[src/rtl/add_sub_pkg.sv]
// Shared types and helpers for the pipelined adder/subtractor.
// Latency: none (compile-time definitions only).
// Backpressure: not applicable.
package add_sub_pkg;

  // Registered per-stage state handed from one chunk to the next.
  typedef struct packed {
    logic vld;
    logic cy;
  } stage_cv_t;

  // The width must split evenly into 1..width chunks.
  function automatic bit params_ok(input int width, input int stages);
    return (stages >= 1) && (stages <= width) && ((width % stages) == 0);
  endfunction

  // Width of one pipeline chunk.
  function automatic int chunk_width(input int width, input int stages);
    return width / stages;
  endfunction

endpackage

[src/rtl/pipelined_add_sub_if.sv]
// Operand/result handshake bundle for the pipelined adder/subtractor.
// Latency: none (wires only).
// Backpressure: valid/ready on both the operand and the result side.
interface pipelined_add_sub_if #(
  parameter int WIDTH = 32
) ();
  logic             In_Valid;
  logic             In_Ready;
  logic [WIDTH-1:0] A;
  logic [WIDTH-1:0] B;
  logic             Cin;
  logic             Sub;
  logic             Out_Valid;
  logic             Out_Ready;
  logic [WIDTH-1:0] Sum;
  logic             Cout;
  logic             Overflow;
  logic             Zero;

  // Producer/consumer side.
  modport master (
    output In_Valid, A, B, Cin, Sub, Out_Ready,
    input  In_Ready, Out_Valid, Sum, Cout, Overflow, Zero
  );

  // Arithmetic block side.
  modport slave (
    input  In_Valid, A, B, Cin, Sub, Out_Ready,
    output In_Ready, Out_Valid, Sum, Cout, Overflow, Zero
  );
endinterface

[src/rtl/add_sub_stage.sv]
// One CW-bit chunk of the adder: adds a chunk plus carry-in, registers sum, carry, valid.
// Latency: 1 cycle when i_en is high.
// Backpressure: all registers hold while i_en is low.
module add_sub_stage
  import add_sub_pkg::*;
#(
  parameter int CW = 8
) (
  input  logic          Clk,
  input  logic          Rst,
  input  logic          i_en,
  input  logic          i_vld,
  input  logic          i_cin,
  input  logic [CW-1:0] i_a,
  input  logic [CW-1:0] i_b,
  output logic [CW-1:0] o_sum_nxt,
  output logic [CW-1:0] o_sum,
  output stage_cv_t     o_cv
);

  logic [CW:0]   w_add;
  logic [CW-1:0] r_sum;
  stage_cv_t     r_cv;

  assign w_add     = {1'b0, i_a} + {1'b0, i_b} + (CW+1)'(i_cin);
  assign o_sum_nxt = w_add[CW-1:0];
  assign o_sum     = r_sum;
  assign o_cv      = r_cv;

  // Capture the chunk result, its carry-out and the valid flag on each advance.
  always_ff @(posedge Clk) begin
    if (Rst) begin
      r_sum <= '0;
      r_cv  <= '0;
    end else if (i_en) begin
      r_sum  <= w_add[CW-1:0];
      r_cv.vld <= i_vld;
      r_cv.cy  <= w_add[CW];
    end
  end

endmodule

[src/rtl/pipelined_add_sub.sv]
// Pipelined WIDTH-bit add/subtract, one CW-bit chunk per stage with a registered carry chain.
// Latency: exactly STAGES cycles from accept to Out_Valid; one result per clock.
// Backpressure: a single advance enable; the whole pipe freezes while the result is unconsumed.
module pipelined_add_sub
  import add_sub_pkg::*;
#(
  parameter int WIDTH  = 32,
  parameter int STAGES = 4
) (
  input logic                 Clk,
  input logic                 Rst,
  pipelined_add_sub_if.slave  bus
);

  localparam int CW = chunk_width(WIDTH, STAGES);

  if (!params_ok(WIDTH, STAGES)) begin : g_param_err
    $error("pipelined_add_sub: WIDTH must be a multiple of STAGES and STAGES in 1..WIDTH");
  end

  logic             w_adv;
  logic [WIDTH-1:0] w_a_in  [STAGES];
  logic [WIDTH-1:0] w_b_in  [STAGES];
  logic             w_c_in  [STAGES];
  logic             w_v_in  [STAGES];
  logic [WIDTH-1:0] w_lo_in [STAGES+1];
  logic [CW-1:0]    w_chunk     [STAGES];
  logic [CW-1:0]    w_chunk_nxt [STAGES];
  stage_cv_t        w_cv    [STAGES];

  logic [WIDTH-1:0] w_res_nxt;
  logic             w_ovf_nxt;
  logic             w_zero_nxt;
  logic             r_ovf;
  logic             r_zero;

  // The pipe moves whenever the output slot is empty or being drained.
  assign w_adv        = !w_cv[STAGES-1].vld || bus.Out_Ready;
  assign bus.In_Ready = w_adv;

  // Stage 0 sees the raw operands; subtract is add of the inverted B with inverted carry-in.
  assign w_a_in[0]  = bus.A;
  assign w_b_in[0]  = bus.B ^ {WIDTH{bus.Sub}};
  assign w_c_in[0]  = bus.Cin ^ bus.Sub;
  assign w_v_in[0]  = bus.In_Valid;
  assign w_lo_in[0] = '0;

  for (genvar k = 0; k < STAGES; k++) begin : g_stage
    logic [WIDTH-1:0] r_lo;

    add_sub_stage #(.CW(CW)) u_stage (
      .Clk       (Clk),
      .Rst       (Rst),
      .i_en      (w_adv),
      .i_vld     (w_v_in[k]),
      .i_cin     (w_c_in[k]),
      .i_a       (w_a_in[k][k*CW +: CW]),
      .i_b       (w_b_in[k][k*CW +: CW]),
      .o_sum_nxt (w_chunk_nxt[k]),
      .o_sum     (w_chunk[k]),
      .o_cv      (w_cv[k])
    );

    // Deskew: lower sum chunks already finished travel alongside this stage.
    always_ff @(posedge Clk) begin
      if (Rst) begin
        r_lo <= '0;
      end else if (w_adv) begin
        r_lo <= w_lo_in[k];
      end
    end

    assign w_lo_in[k+1] = r_lo | (WIDTH'(w_chunk[k]) << (k*CW));

    if (k < STAGES-1) begin : g_skew
      logic [WIDTH-1:0] r_a;
      logic [WIDTH-1:0] r_b;

      // Skew: operand chunks not yet consumed follow the carry down the pipe.
      always_ff @(posedge Clk) begin
        if (Rst) begin
          r_a <= '0;
          r_b <= '0;
        end else if (w_adv) begin
          r_a <= w_a_in[k];
          r_b <= w_b_in[k];
        end
      end

      assign w_a_in[k+1] = r_a;
      assign w_b_in[k+1] = r_b;
      assign w_c_in[k+1] = w_cv[k].cy;
      assign w_v_in[k+1] = w_cv[k].vld;
    end
  end

  // Full result as it will be registered by the final stage.
  assign w_res_nxt  = w_lo_in[STAGES-1] | (WIDTH'(w_chunk_nxt[STAGES-1]) << ((STAGES-1)*CW));
  assign w_ovf_nxt  = (w_a_in[STAGES-1][WIDTH-1] == w_b_in[STAGES-1][WIDTH-1]) &&
                      (w_res_nxt[WIDTH-1] != w_a_in[STAGES-1][WIDTH-1]);
  assign w_zero_nxt = (w_res_nxt == '0);

  // Flags are registered alongside the final sum chunk; bubbles leave them low.
  always_ff @(posedge Clk) begin
    if (Rst) begin
      r_ovf  <= 1'b0;
      r_zero <= 1'b0;
    end else if (w_adv) begin
      r_ovf  <= w_v_in[STAGES-1] && w_ovf_nxt;
      r_zero <= w_v_in[STAGES-1] && w_zero_nxt;
    end
  end

  assign bus.Out_Valid = w_cv[STAGES-1].vld;
  assign bus.Sum       = w_lo_in[STAGES];
  assign bus.Cout      = w_cv[STAGES-1].cy;
  assign bus.Overflow  = r_ovf;
  assign bus.Zero      = r_zero;

endmodule
[src/flat_wrapper.sv]
// flat-port wrapper written by rule: the top's interface ports become plain ports
module pipelined_add_sub_flat import add_sub_pkg::*;
#(
  parameter int WIDTH  = 32,
  parameter int STAGES = 4
)
  (Clk, Rst, bus_In_Valid, bus_A, bus_B, bus_Cin, bus_Sub, bus_Out_Ready, bus_In_Ready, bus_Out_Valid, bus_Sum, bus_Cout, bus_Overflow, bus_Zero);
  pipelined_add_sub_if #(.WIDTH(WIDTH)) bus_i ();
  input logic Clk;
  input logic Rst;
  input wire logic [$bits(bus_i.In_Valid)-1:0] bus_In_Valid;
  input wire logic [$bits(bus_i.A)-1:0] bus_A;
  input wire logic [$bits(bus_i.B)-1:0] bus_B;
  input wire logic [$bits(bus_i.Cin)-1:0] bus_Cin;
  input wire logic [$bits(bus_i.Sub)-1:0] bus_Sub;
  input wire logic [$bits(bus_i.Out_Ready)-1:0] bus_Out_Ready;
  output wire logic [$bits(bus_i.In_Ready)-1:0] bus_In_Ready;
  output wire logic [$bits(bus_i.Out_Valid)-1:0] bus_Out_Valid;
  output wire logic [$bits(bus_i.Sum)-1:0] bus_Sum;
  output wire logic [$bits(bus_i.Cout)-1:0] bus_Cout;
  output wire logic [$bits(bus_i.Overflow)-1:0] bus_Overflow;
  output wire logic [$bits(bus_i.Zero)-1:0] bus_Zero;
  assign bus_i.In_Valid = bus_In_Valid;
  assign bus_i.A = bus_A;
  assign bus_i.B = bus_B;
  assign bus_i.Cin = bus_Cin;
  assign bus_i.Sub = bus_Sub;
  assign bus_i.Out_Ready = bus_Out_Ready;
  assign bus_In_Ready = bus_i.In_Ready;
  assign bus_Out_Valid = bus_i.Out_Valid;
  assign bus_Sum = bus_i.Sum;
  assign bus_Cout = bus_i.Cout;
  assign bus_Overflow = bus_i.Overflow;
  assign bus_Zero = bus_i.Zero;
  pipelined_add_sub #(.WIDTH(WIDTH), .STAGES(STAGES)) u_core (.Clk(Clk), .Rst(Rst), .bus(bus_i));
endmodule
[config.mk]
export PLATFORM = sky130hd
export DESIGN_NAME = pipelined_add_sub_flat
export DESIGN_NICKNAME = d
export VERILOG_FILES = /design/src/rtl/add_sub_pkg.sv /design/src/rtl/pipelined_add_sub_if.sv /design/src/rtl/add_sub_stage.sv /design/src/rtl/pipelined_add_sub.sv /design/src/flat_wrapper.sv
export SDC_FILE = /design/constraint.sdc
export NUM_CORES = 1
export LEC_CHECK = 0
export BUFFER_PORTS_ARGS = -buffer_cell sky130_fd_sc_hd__buf_2
export CAP_MARGIN = 10
export CORE_UTILIZATION = 53
export DETAILED_ROUTE_END_ITERATION = 8
export PLACE_DENSITY = 0.74
export SLEW_MARGIN = 30
export SYNTH_ARGS = -nofsm -noshare
export SYNTH_HDL_FRONTEND = slang
export SYNTH_SLANG_ARGS = --single-unit
[constraint.sdc]
create_clock -name Clk -period 3.3 [get_ports Clk]
set_input_delay 0.165 -clock Clk [delete_from_list [all_inputs] [get_ports Clk]]
set_output_delay 0.165 -clock Clk [all_outputs]
set_load 0.05 [all_outputs]
# Word level (Yosys, flattened, before mapping)
# Index checks and enable logic that the tools add are counted.
# W data, S select, Z words.
# word_totals
regBits	306
out_inout_bits	37
# op_classes
add_sub_neg	8
eq_ne	2
n_bitwise	6
reduce_logical	6
# ops
op	n
$or A32 B32 Y32	2
$add A8 B8 Y9	4
$add A9 B1 Y9	4
$logic_not A32 Y1	1
$or A32 B24 Y32	1
$xor A32 B32 Y32	1
$or A8 B16 Y16	1
$logic_and A1 B1 Y1	3
$eq A1 B1 Y1	1
$logic_not A1 Y1	1
$logic_or A1 B1 Y1	1
$ne A1 B1 Y1	1
$xor A1 B1 Y1	1

# Longest topological paths before layout
# Gate-level depths: netlist of the first run.
# logic_depth
word_depth	6
mapped_depth	11
depth_no_buf	10

# By module
# Synthesis of the first run repeated with hierarchy kept, for this count alone.
# unflattened
hier_cells	1016
area_unflattened_um2	8690.8
# modules_own_cells
mod	instances	cells_each	area_per_inst_um2	seq_area_each_um2
pipelined_add_sub	1	660	5550.3	2922.8
add_sub_stage at u_core.g_stage[1].u_stage ...	3	89	782.0	200.2
add_sub_stage at u_core.g_stage[0].u_stage	1	89	794.5	200.2

# Worst setup path before layout of the first run
# Ideal clock, no wire load.
# synth_path
path_kind	input port to flip-flop
from	in bus_Sub
to	reg u_core.g_stage[0].u_stage.r_sum[6]
setup_time_ps	62
arrival_time_ps	2636
required_ps	3238
path_slack_ps	602
cell_stages	11
path_buffers	2
cell_sequence	clkbuf_1 buf_2 xnor2_1 fa_1 fa_1 nor2b_1 o21ai_0 a21boi_0 o21ai_0 a2111o_1 nand3_1
# synth_between
elab_chain_len	3
elab_cells_between_ends	4
# synth_lines
element	line_no	rtl
from (decl)	flat_wrapper.sv:15	input wire logic [$bits(bus_i.Sub)-1:0] bus_Sub;
$xor A32 B32 Y32	pipelined_add_sub.sv:43	assign w_b_in[0] = bus.B ^ {WIDTH{bus.Sub}};
$add A8 B8 Y9	add_sub_stage.sv:25	assign w_add = {1'b0, i_a} + {1'b0, i_b} + (CW+1)'(i_cin);
$add A9 B1 Y9 (*)	add_sub_stage.sv:25	
to (signal assigned)	add_sub_stage.sv:36	r_sum <= w_add[CW-1:0];
to (decl)	add_sub_stage.sv:22	logic [CW-1:0] r_sum;
# Mark *: on every way between the ends. The rest lies on a longest branch, timed or not.
# A chain may end at the register's enable or synchronous reset.

# Worst setup path in the final report of the first run
# layout_path
from	reg u_core.g_stage[2].u_stage.r_cv (netlist bit u_core.g_stage[2].u_stage.o_cv[0])
to	reg u_core.r_zero, in the netlist u_core.bus.Zero
# layout_between
elab_chain_len	4
# layout_lines
element	line_no	rtl
from (decl)	add_sub_stage.sv:23	stage_cv_t r_cv;
$add A9 B1 Y9	add_sub_stage.sv:25	
$or A32 B32 Y32	pipelined_add_sub.sv:98	assign w_res_nxt = w_lo_in[STAGES-1] | (WIDTH'(w_chunk_nxt[STAGES-1]) << ((STAGES-1)*CW));
$logic_not A32 Y1	pipelined_add_sub.sv:101	assign w_zero_nxt = (w_res_nxt == '0);
$logic_and A1 B1 Y1	pipelined_add_sub.sv:110	r_zero <= w_v_in[STAGES-1] && w_zero_nxt;
to (signal assigned)	pipelined_add_sub.sv:110	
to (decl)	pipelined_add_sub.sv:35	logic r_zero;
# Every way passes these cells.

==> results of run 1 <==
-- final cells by class --
cell class                 instances  area, um2
sequential                       186       3720
multi-input combinational        703       3900
tap                              184        230
clock inverter                     7        138
clock buffer                      24        492
timing repair buffer             135        837
inverter                          24       95.1
fill                            1282       5180
-- tightest hold or removal path: stages --
cell and delay [ns]:
buf_2 0.09, nand2_1 0.06, a21oi_1 0.06
-- cell usage in the layout, fill, tap and decap left out, types with 7 or more instances in the layout --
cell type	synthesis	layout
clkbuf_16	0	17
nand3b_1	11	11
xnor2_1	36	36
xor2_1	13	13
o21ai_0	11	11
dlygate4sd3_1	0	23
nor3_1	9	9
buf_2	3	105
a211oi_1	37	37
fa_1	8	8
dfxtp_1	186	186
ha_1	28	28
nand2_1	283	283
a21o_1	7	7
a21oi_1	150	150
inv_1	23	23
nor2_1	50	50
or3_1	8	8
-- sequential cells by signal (all words and copies together) (netlist names) --
name	flops
u_core.bus.Overflow	1
u_core.bus.Zero	1
u_core.g_stage.g_skew.r_a	48
u_core.g_stage.g_skew.r_b	48
u_core.g_stage.r_lo	48
u_core.g_stage.u_stage.o_cv	8
u_core.g_stage.u_stage.o_sum	32
-- per-layer routing --
layer,part of all wire,up-vias,track usage
met3,0.042,18,0.0528
li1,-,3454,-
met5,0,-,0
met2,0.43,125,0.336
met1,0.51,2944,0.318
met4,0.013,0,0.0645
-- logic make-up after synthesis --
| group | count (synthesis) |
|---|---|
| fa+ha+maj | 36 |
| xor+xnor | 49 |
| mux | 3 |
| flops | 186 |
| simple gates | 393 |
| buf+inv | 90 |
| compound gates | 222 |
-- power by group through the flow --
stage                     sequential, mW  clock [mW]  combinational [mW]
final                               2.49        2.14               0.612
after global routing                2.50        2.28               0.685
after CTS                           2.49        2.18               0.614
after detailed placement            2.53           0               0.587
after global placement              2.53           0               0.576
after floorplan                     2.56           0               0.383
-- timing repair --
item | CTS | global route
endpoints found under the setup margin | 0 | 0
resized for setup | 0 | 0
hold buffers | 23 | 0
hold endpoints to repair | 23 | 0
-- worst max path at each step --
| stage | cells after the start | slack (ns) | endpoint |
|---|---|---|---|
| 6_report | 9 | 0.88 | u_core.bus.Zero$_SDFFE_PP0P_ |
| 5_1_grt | 9 | 0.70 | u_core.bus.Zero$_SDFFE_PP0P_ |
| 4_1_cts | 9 | 0.86 | u_core.bus.Zero$_SDFFE_PP0P_ |
| 3_5_place_dp | 10 | 0.76 | u_core.g_stage[0].u_stage.o_sum[6]$_SDFFE_PP0P_ |
| 3_3_place_gp | 10 | 0.82 | u_core.g_stage[0].u_stage.o_sum[6]$_SDFFE_PP0P_ |
| 2_1_floorplan | 11 | 0.60 | u_core.g_stage[0].u_stage.o_sum[6]$_SDFFE_PP0P_ |
==> results_dict.tcl, run 1 <==
set metrics [dict create \
    min_from "bus_A[23]" \
    ir_worst_vdd_uv 386 \
    ys_types 40 \
    syn_inst 979 \
    rr_worst_depth 9 \
    hold_viol 0 \
    p_leak_nw 3.98 \
    fin_setup_tns_ns 0 \
    rsz0062_at_grt "no" \
    grt_usage 0.223 \
    syn_nets 1085 \
    pin_count 107 \
    cp_num_buf_inv 1 \
    grt_first_pass_wirelength_um 28400 \
    finalPower_mw 5.24 \
    n_antenna_cell 0 \
    synth-seq-cells 186 \
    initial_utilization 0.545 \
    hp-class "in2reg" \
    post_synth_and_or_nand_nor_area_fraction 0.208 \
    period_needed_ns 2.42 \
    status "finished clean" \
    ys_top_cells_by_area "dfxtp_1 (47%), nand2_1 (13%), a21oi_1 (9.4%), ha_1 (4.4%), xnor2_1 (4.0%)" \
    r2r_start "u_core.g_stage[2].u_stage.o_cv[0]$_SDFFE_PP0P_" \
    grt_overflow 0 \
    synth-compound-area-share 0.159 \
    ctsRootBufferMaster "clkbuf_16" \
    synth_area_mm2 0.00795 \
    worstHoldPathCells 3 \
    rr_endpoint "u_core.bus.Zero$_SDFFE_PP0P_" \
    clkSinkCount 186 \
    ant_nets 0 \
    fp-row-count 44 \
    worstHoldEndpoint "u_core.g_stage[0].g_skew.r_a[23]$_SDFFE_PP0P_" \
    p_seq_frac 0.475 \
    cts_made_buffers 17 \
    p_int_mw 4.00 \
    drive_above_1_share 0.134 \
    worst_hold_slack_ns 0.0112 \
    required_ns 3.65 \
    first_pass_iters 5 \
    fin_crit_sh 0.734 \
    pwr-share-clk 0.408 \
    grt_antenna_before_repair 0 \
    switchingPower_mw 1.23 \
    end_kind "register" \
    place_worst_setup_slack_ns 0.757 \
    drt_wl_total_um 16700 \
    cp-start-kind "register" \
    synthAdderAreaFrac 0.0642 \
    slew_headroom 0.536 \
    synth.avg_cell_area_um2 8.12 \
    place_area_mm2 0.00855 \
    synth_mux_area_frac 0.00378 \
    wire_per_inst_um 13.2 \
    yosysTopAreaCellShare 0.468 \
    fmax_mhz 413 \
    rrSetupSlack_ns 0.88 \
    num_vias 6541 \
    tightest_slew_ns 0.696 \
    cp_top_family "simple AND/OR/NAND/NOR gates" \
    final_cells 1263 \
    maxSlewViolCount 0 \
    portBuffers 106 \
    coreArea_mm2 0.0146 \
    cts_tree "yes" \
    yosysMostFrequentCell "nand2_1" \
    die_w_um 125 \
    dpl.hpwl_um 10600 \
    grt_max_degree 164 \
    critPathMaxFanout 2 \
    fin_skew_ns 0.00700 \
    synth_xor_area_frac 0.0540 \
    ys_warn_count 0 \
    yosysTopAreaCell "dfxtp_1" \
    ys.flop_type "dfxtp_1" \
    vias_per_cell 5.18 \
    synth_common_cells "nand2_1 (283), dfxtp_1 (186), a21oi_1 (150)" \
    crit_type "reg2reg" \
    die_h_um 125 \
    clockBufferDepth 2 \
    post_cts_buffers 0 \
    finalNetCount 1173 \
    maxCapViolations 0 \
    powerDensity_mw_per_mm2 556 \
    critPathSlowestCell "or4b_1" \
    dp_cells 1209 \
    worstPathArrival_ns 2.77 \
    synth_top_family_by_area "simple AND/OR/NAND/NOR gates" \
    yosysSeqAreaShare 0.468 \
    insertion_delay_ns 0.42 \
    drc 0 \
    gp_congestion 0.814 \
    clkTransAtPathRegs_ns 0.06 \
    pwr-share-comb 0.117 \
    fin_util 0.645 \
    p_sw_frac 0.235 \
    drt_iter0_drc 488 \
    first_global_vias 6005 \
    cp_cell_sequence "fa_1 -> inv_1 -> fa_1 -> nand2b_1 -> a21oi_1 -> o31a_1 -> nor3_1 -> or4b_1 -> a21oi_1" \
    synth_edf_count 0 \
    setup_viol 0 \
    die_area_mm2 0.0155 \
    final_area_mm2 0.00941 \
    htreeDepth 4 \
    max_stage_delay_ns 0.50 \
    crit_path_start "u_core.g_stage[2].u_stage.o_cv[0]$_SDFFE_PP0P_" \
    async_reset_ff_frac 0 \
    syn_to_final_growth_pct 18.3 \
    worst_slack_ns 0.878 \
]
(Power assumes the default switching activity.)
==> run 2, diff against run 1 <==
==> constraint.sdc (replaced) <==
create_clock -name Clk -period 2.34 [get_ports Clk]
set_input_delay 0.117 -clock Clk [delete_from_list [all_inputs] [get_ports Clk]]
set_output_delay 0.117 -clock Clk [all_outputs]
set_load 0.05 [all_outputs]
==> results_dict.tcl, run 2 (synthesis results as in run 1) <==
set metrics [dict create \
    maxSlewViolCount 0 \
    violations "negative setup slack" \
    worst_hold_slack_ns 0.0391 \
    first_pass_iters 5 \
    min_from "bus_Out_Ready" \
    die_area_mm2 0.0155 \
    cp_cell_sequence "fa_2 -> inv_1 -> fa_2 -> nand2b_4 -> a21oi_4 -> nor4_1 -> nor3_1 -> or4b_1 -> a21oi_1" \
    setup_viol 1 \
    first_global_vias 6049 \
    route.met2.wl_um 7920 \
    insertion_delay_ns 0.44 \
    grt_max_degree 108 \
    dpl.hpwl_um 11200 \
    rr_worst_depth 9 \
    cp-start-kind "register" \
    die_w_um 125 \
    path_common_cell "fa_2" \
    tightest_slew_ns 0.694 \
    grt_overflow 0 \
    switchingPower_mw 1.91 \
    critPathSlowestCell "or4b_1" \
    htreeDepth 4 \
    fmax_mhz 413 \
    pwr-share-comb 0.124 \
    drive_above_1_share 0.149 \
    coreArea_mm2 0.0146 \
    reg.largest.list "u_core.g_stage.g_skew.r_a x48, u_core.g_stage.g_skew.r_b x48, u_core.g_stage.r_lo x48" \
    vias_per_cell 5.22 \
    clockBufferDepth 2 \
    worstHoldEndpoint "u_core.g_stage[0].g_skew.r_a[30]$_SDFFE_PP0P_" \
    end_kind "register" \
    portBuffers 106 \
    status "complete, but fails checks" \
    p_int_mw 5.49 \
    grt_first_pass_wirelength_um 29600 \
    fin_crit_sh 1.03 \
    routed.top_layer "met4" \
    grt_usage 0.234 \
    drt_wl_total_um 17600 \
    rsz0062_at_grt "yes" \
    clkSinkCount 186 \
    fp-row-count 44 \
    slew_headroom 0.538 \
    critPathMaxFanout 2 \
    final_cells 1295 \
    finalNetCount 1204 \
    worstHoldPathCells 4 \
    fin_skew_ns 0.00694 \
    ant_nets 0 \
    initial_utilization 0.545 \
    hold_viol 0 \
    die_h_um 125 \
    maxCapViolations 0 \
    pin_count 107 \
    drc 0 \
    hp-class "in2reg" \
    drt_iter0_drc 489 \
    fin_setup_tns_ns -0.0800 \
    layout_commonest_cell "nand2_1" \
    p_leak_nw 4.11 \
    final_cell_mix "nand2_1 (283), dfxtp_1 (183), a21oi_1 (147)" \
    p_sw_frac 0.259 \
    ctsRootBufferMaster "clkbuf_16" \
    wire_per_inst_um 13.6 \
    cts_made_buffers 17 \
    num_vias 6756 \
    max_stage_delay_ns 0.51 \
    dp_cells 1214 \
    cts_tree "yes" \
    worst_slack_ns -0.0800 \
    clkTransAtPathRegs_ns 0.07 \
    grt_antenna_before_repair 0 \
    pwr-share-clk 0.403 \
    required_ns 2.71 \
    period_needed_ns 2.42 \
    gp_congestion 0.798 \
    powerDensity_mw_per_mm2 758 \
    crit_type "reg2reg" \
    fin_util 0.670 \
    rr_endpoint "u_core.bus.Zero$_SDFFE_PP0P_" \
    wl_met3_um 576 \
    worstPathArrival_ns 2.79 \
    n_antenna_cell 0 \
    rrSetupSlack_ns -0.08 \
    syn_to_final_growth_pct 22.8 \
    ir_worst_vdd_uv 522 \
    p_seq_frac 0.473 \
    r2r_start "u_core.g_stage[2].u_stage.o_cv[0]$_SDFFE_PP0P_" \
    wl_met1_um 8870 \
]
run 2: power groups by stage:
stage | Sequential, mW | Combinational, mW | Clock [mW]
3_3_place_gp | 3.57 | 0.827 | 0
4_1_cts | 3.50 | 0.909 | 3.03
3_5_place_dp | 3.57 | 0.838 | 0
2_1_floorplan | 3.62 | 0.543 | 0
6_report | 3.50 | 0.915 | 2.98
5_1_grt | 3.53 | 1.02 | 3.17
run 2: how the worst max path moves through the flow:
stage | startpoint | endpoint
floorplan | bus_Sub | u_core.g_stage[0].u_stage.o_sum[6]$_SDFFE_PP0P_
global placement | u_core.g_stage[2].u_stage.o_cv[0]$_SDFFE_PP0P_ | u_core.bus.Zero$_SDFFE_PP0P_
detailed placement | u_core.g_stage[2].u_stage.o_cv[0]$_SDFFE_PP0P_ | u_core.bus.Zero$_SDFFE_PP0P_
CTS | u_core.g_stage[2].u_stage.o_cv[0]$_SDFFE_PP0P_ | u_core.bus.Zero$_SDFFE_PP0P_
global route | u_core.g_stage[2].u_stage.o_cv[0]$_SDFFE_PP0P_ | u_core.bus.Zero$_SDFFE_PP0P_
finish | u_core.g_stage[2].u_stage.o_cv[0]$_SDFFE_PP0P_ | u_core.bus.Zero$_SDFFE_PP0P_
run 2: final cells by class:
class	instances	area, um2
Fill cell	1201	4820
Multi-Input combinational cell	703	3950
Sequential cell	186	3730
Timing Repair Buffer	166	1160
Clock buffer	17	425
Tap cell	184	230
Clock inverter	15	190
Inverter	24	95.1
run 2: per-layer routing:
metal  global-route usage  vias to the layer above
met5                    0                        -
met4               0.0794                        0
met3               0.0434                       19
met2                0.349                      132
met1                0.338                     3099
li1                     -                     3506
run 2: repair_timing:
action	CTS	global route
buffers inserted	0	1
endpoints found under the hold margin	48	0
resized for setup	6	6
hold buffers	48	0
endpoints found under the setup margin	1	2
run 2: per-stage QoR:
step                      power, mW  worst slack (ns)  area (um2)
after floorplan                4.16            0.0248        7960
after detailed placement       4.41           -0.0467        8620
final                          7.40           -0.0800        9770
after global routing           7.72            -0.171        9770
after CTS                      7.44            0.0233        9730
after global placement         4.39            0.0239        8620
run 2: critical path, delay by kind of cell (launching register included):
| family | cells | cell delay, ns |
|---|---|---|
| AOI/OAI and AO/OA | 2 | 0.20 |
| buffers and inverters | 1 | 0.09 |
| DFF | 1 | 0.33 |
| and+or+nand+nor | 4 | 1.11 |
| adders and majority gates | 2 | 0.61 |
==> run 3, diff against run 2 <==
==> constraint.sdc (replaced) <==
create_clock -name Clk -period 2.89 [get_ports Clk]
set_input_delay 0.1445 -clock Clk [delete_from_list [all_inputs] [get_ports Clk]]
set_output_delay 0.1445 -clock Clk [all_outputs]
set_load 0.05 [all_outputs]
==> results_dict.tcl, run 3 (synthesis results as in run 1) <==
set metrics [dict create \
    insertion_delay_ns 0.42 \
    drc 0 \
    rsz0062_at_grt "no" \
    clockBufferDepth 2 \
    reg.largest.list "u_core.g_stage.g_skew.r_a x48, u_core.g_stage.g_skew.r_b x48, u_core.g_stage.r_lo x48" \
    die_area_mm2 0.0155 \
    slew_headroom 0.558 \
    p_int_mw 4.22 \
    min_from "bus_B[24]" \
    final_cells 1277 \
    grt_first_pass_wirelength_um 28400 \
    max_stage_delay_ns 0.51 \
    drt_wl_total_um 16900 \
    fin_util 0.649 \
    cp-start-kind "register" \
    initial_utilization 0.545 \
    fp-row-count 44 \
    place_area_mm2 0.00858 \
    maxCapViolations 0 \
    fmax_mhz 406 \
    clkTransAtPathRegs_ns 0.07 \
    layout_commonest_cell "nand2_1" \
    maxSlewViolCount 0 \
    end_kind "register" \
    grt_max_degree 165 \
    finalPower_mw 5.68 \
    die_w_um 125 \
    rr_worst_depth 9 \
    gp_congestion 0.797 \
    period_needed_ns 2.46 \
    cts.repair.resized 0 \
    fin_crit_sh 0.852 \
    dp_cells 1211 \
    hp-class "in2reg" \
    hold_viol 0 \
    syn_to_final_growth_pct 19.0 \
    ant_nets 0 \
    status "finished clean" \
    place_worst_setup_slack_ns 0.395 \
    p_seq_frac 0.500 \
    critPathMaxFanout 2 \
    hold_buffers 34 \
    p_sw_frac 0.257 \
    fin_setup_tns_ns 0 \
    grt_overflow 0 \
    portBuffers 106 \
    worstPathArrival_ns 2.81 \
    critPathSlowestCell "or4b_1" \
    first_pass_iters 4 \
    drive_above_1_share 0.136 \
    coreArea_mm2 0.0146 \
    worstHoldEndpoint "u_core.g_stage[0].g_skew.r_b[24]$_SDFFE_PP0P_" \
    cp_cell_sequence "fa_1 -> inv_1 -> fa_1 -> nand2b_1 -> a21oi_1 -> o31a_1 -> nor3_1 -> or4b_1 -> a21oi_1" \
    final_cell_mix "nand2_1 (283), dfxtp_1 (186), a21oi_1 (150)" \
    worstHoldPathCells 3 \
    crit_type "reg2reg" \
    drt_iter0_drc 531 \
    htreeDepth 4 \
    tightest_slew_ns 0.663 \
    setup_viol 0 \
    cts_made_buffers 17 \
    ir_worst_vdd_uv 430 \
    first_global_vias 5927 \
    p_leak_nw 4.00 \
    fin_skew_ns 0.00737 \
    dpl.hpwl_um 10900 \
    finalNetCount 1186 \
    worst_hold_slack_ns 0.0173 \
    vias_per_cell 5.18 \
    pwr-share-comb 0.125 \
    pin_count 107 \
    rr_endpoint "u_core.bus.Zero$_SDFFE_PP0P_" \
    switchingPower_mw 1.46 \
    worst_slack_ns 0.428 \
    n_antenna_cell 0 \
    final_area_mm2 0.00946 \
    die_h_um 125 \
    cp_top_family "simple AND/OR/NAND/NOR gates" \
    num_vias 6613 \
    required_ns 3.24 \
    pwr-share-clk 0.374 \
    powerDensity_mw_per_mm2 600 \
    ctsRootBufferMaster "clkbuf_16" \
    cp_num_buf_inv 1 \
    cts_tree "yes" \
    grt_usage 0.224 \
    r2r_start "u_core.g_stage[2].u_stage.o_cv[0]$_SDFFE_PP0P_" \
    clkSinkCount 186 \
    rrSetupSlack_ns 0.43 \
    grt_antenna_before_repair 0 \
    wire_per_inst_um 13.2 \
    post_cts_buffers 0 \
]
run 3: cell type report:
cell class / instances / area [um2]
Clock buffer: 22 / 474
Clock inverter: 10 / 67.6
Fill cell: 1265 / 5130
Inverter: 24 / 95.1
Multi-Input combinational cell: 703 / 3900
Sequential cell: 186 / 3720
Tap cell: 184 / 230
Timing Repair Buffer: 148 / 975
run 3: worst min-delay path: cells and delay by family:
| kind | cells | cell delay (ns) |
|---|---|---|
| buffers and inverters | 1 | 0.08 |
| XOR/XNOR | 1 | 0.10 |
| AO/OA/AOI/OAI | 1 | 0.06 |
run 3: how the worst max path moves through the flow:
stage / startpoint / to / slack [ns] / depth (start not counted)
after floorplan: bus_Sub / u_core.g_stage[0].u_stage.o_sum[6]$_SDFFE_PP0P_ / 0.21 / 11
after global placement: bus_Sub / u_core.g_stage[0].u_stage.o_sum[6]$_SDFFE_PP0P_ / 0.42 / 10
after detailed placement: bus_Sub / u_core.g_stage[0].u_stage.o_sum[6]$_SDFFE_PP0P_ / 0.39 / 10
after CTS: u_core.g_stage[2].u_stage.o_cv[0]$_SDFFE_PP0P_ / u_core.bus.Zero$_SDFFE_PP0P_ / 0.43 / 9
after global routing: u_core.g_stage[2].u_stage.o_cv[0]$_SDFFE_PP0P_ / u_core.bus.Zero$_SDFFE_PP0P_ / 0.27 / 9
final: u_core.g_stage[2].u_stage.o_cv[0]$_SDFFE_PP0P_ / u_core.bus.Zero$_SDFFE_PP0P_ / 0.43 / 9
run 3: metal layers:
| metal | vias to the layer above | share of wire | track usage |
|---|---|---|---|
| li1 | 3465 | - | - |
| met1 | 2998 | 0.50 | 0.322 |
| met2 | 143 | 0.45 | 0.333 |
| met3 | 7 | 0.042 | 0.0520 |
| met4 | 0 | 0.0075 | 0.0617 |
| met5 | - | 0 | 0 |
run 3: power by group through the flow:
stage,Clock [mW],Combinational [mW],Sequential [mW]
after detailed placement,0,0.672,2.89
after floorplan,0,0.437,2.93
final,2.12,0.712,2.84
after global placement,0,0.662,2.89
after CTS,2.16,0.713,2.84
after global routing,2.29,0.791,2.86
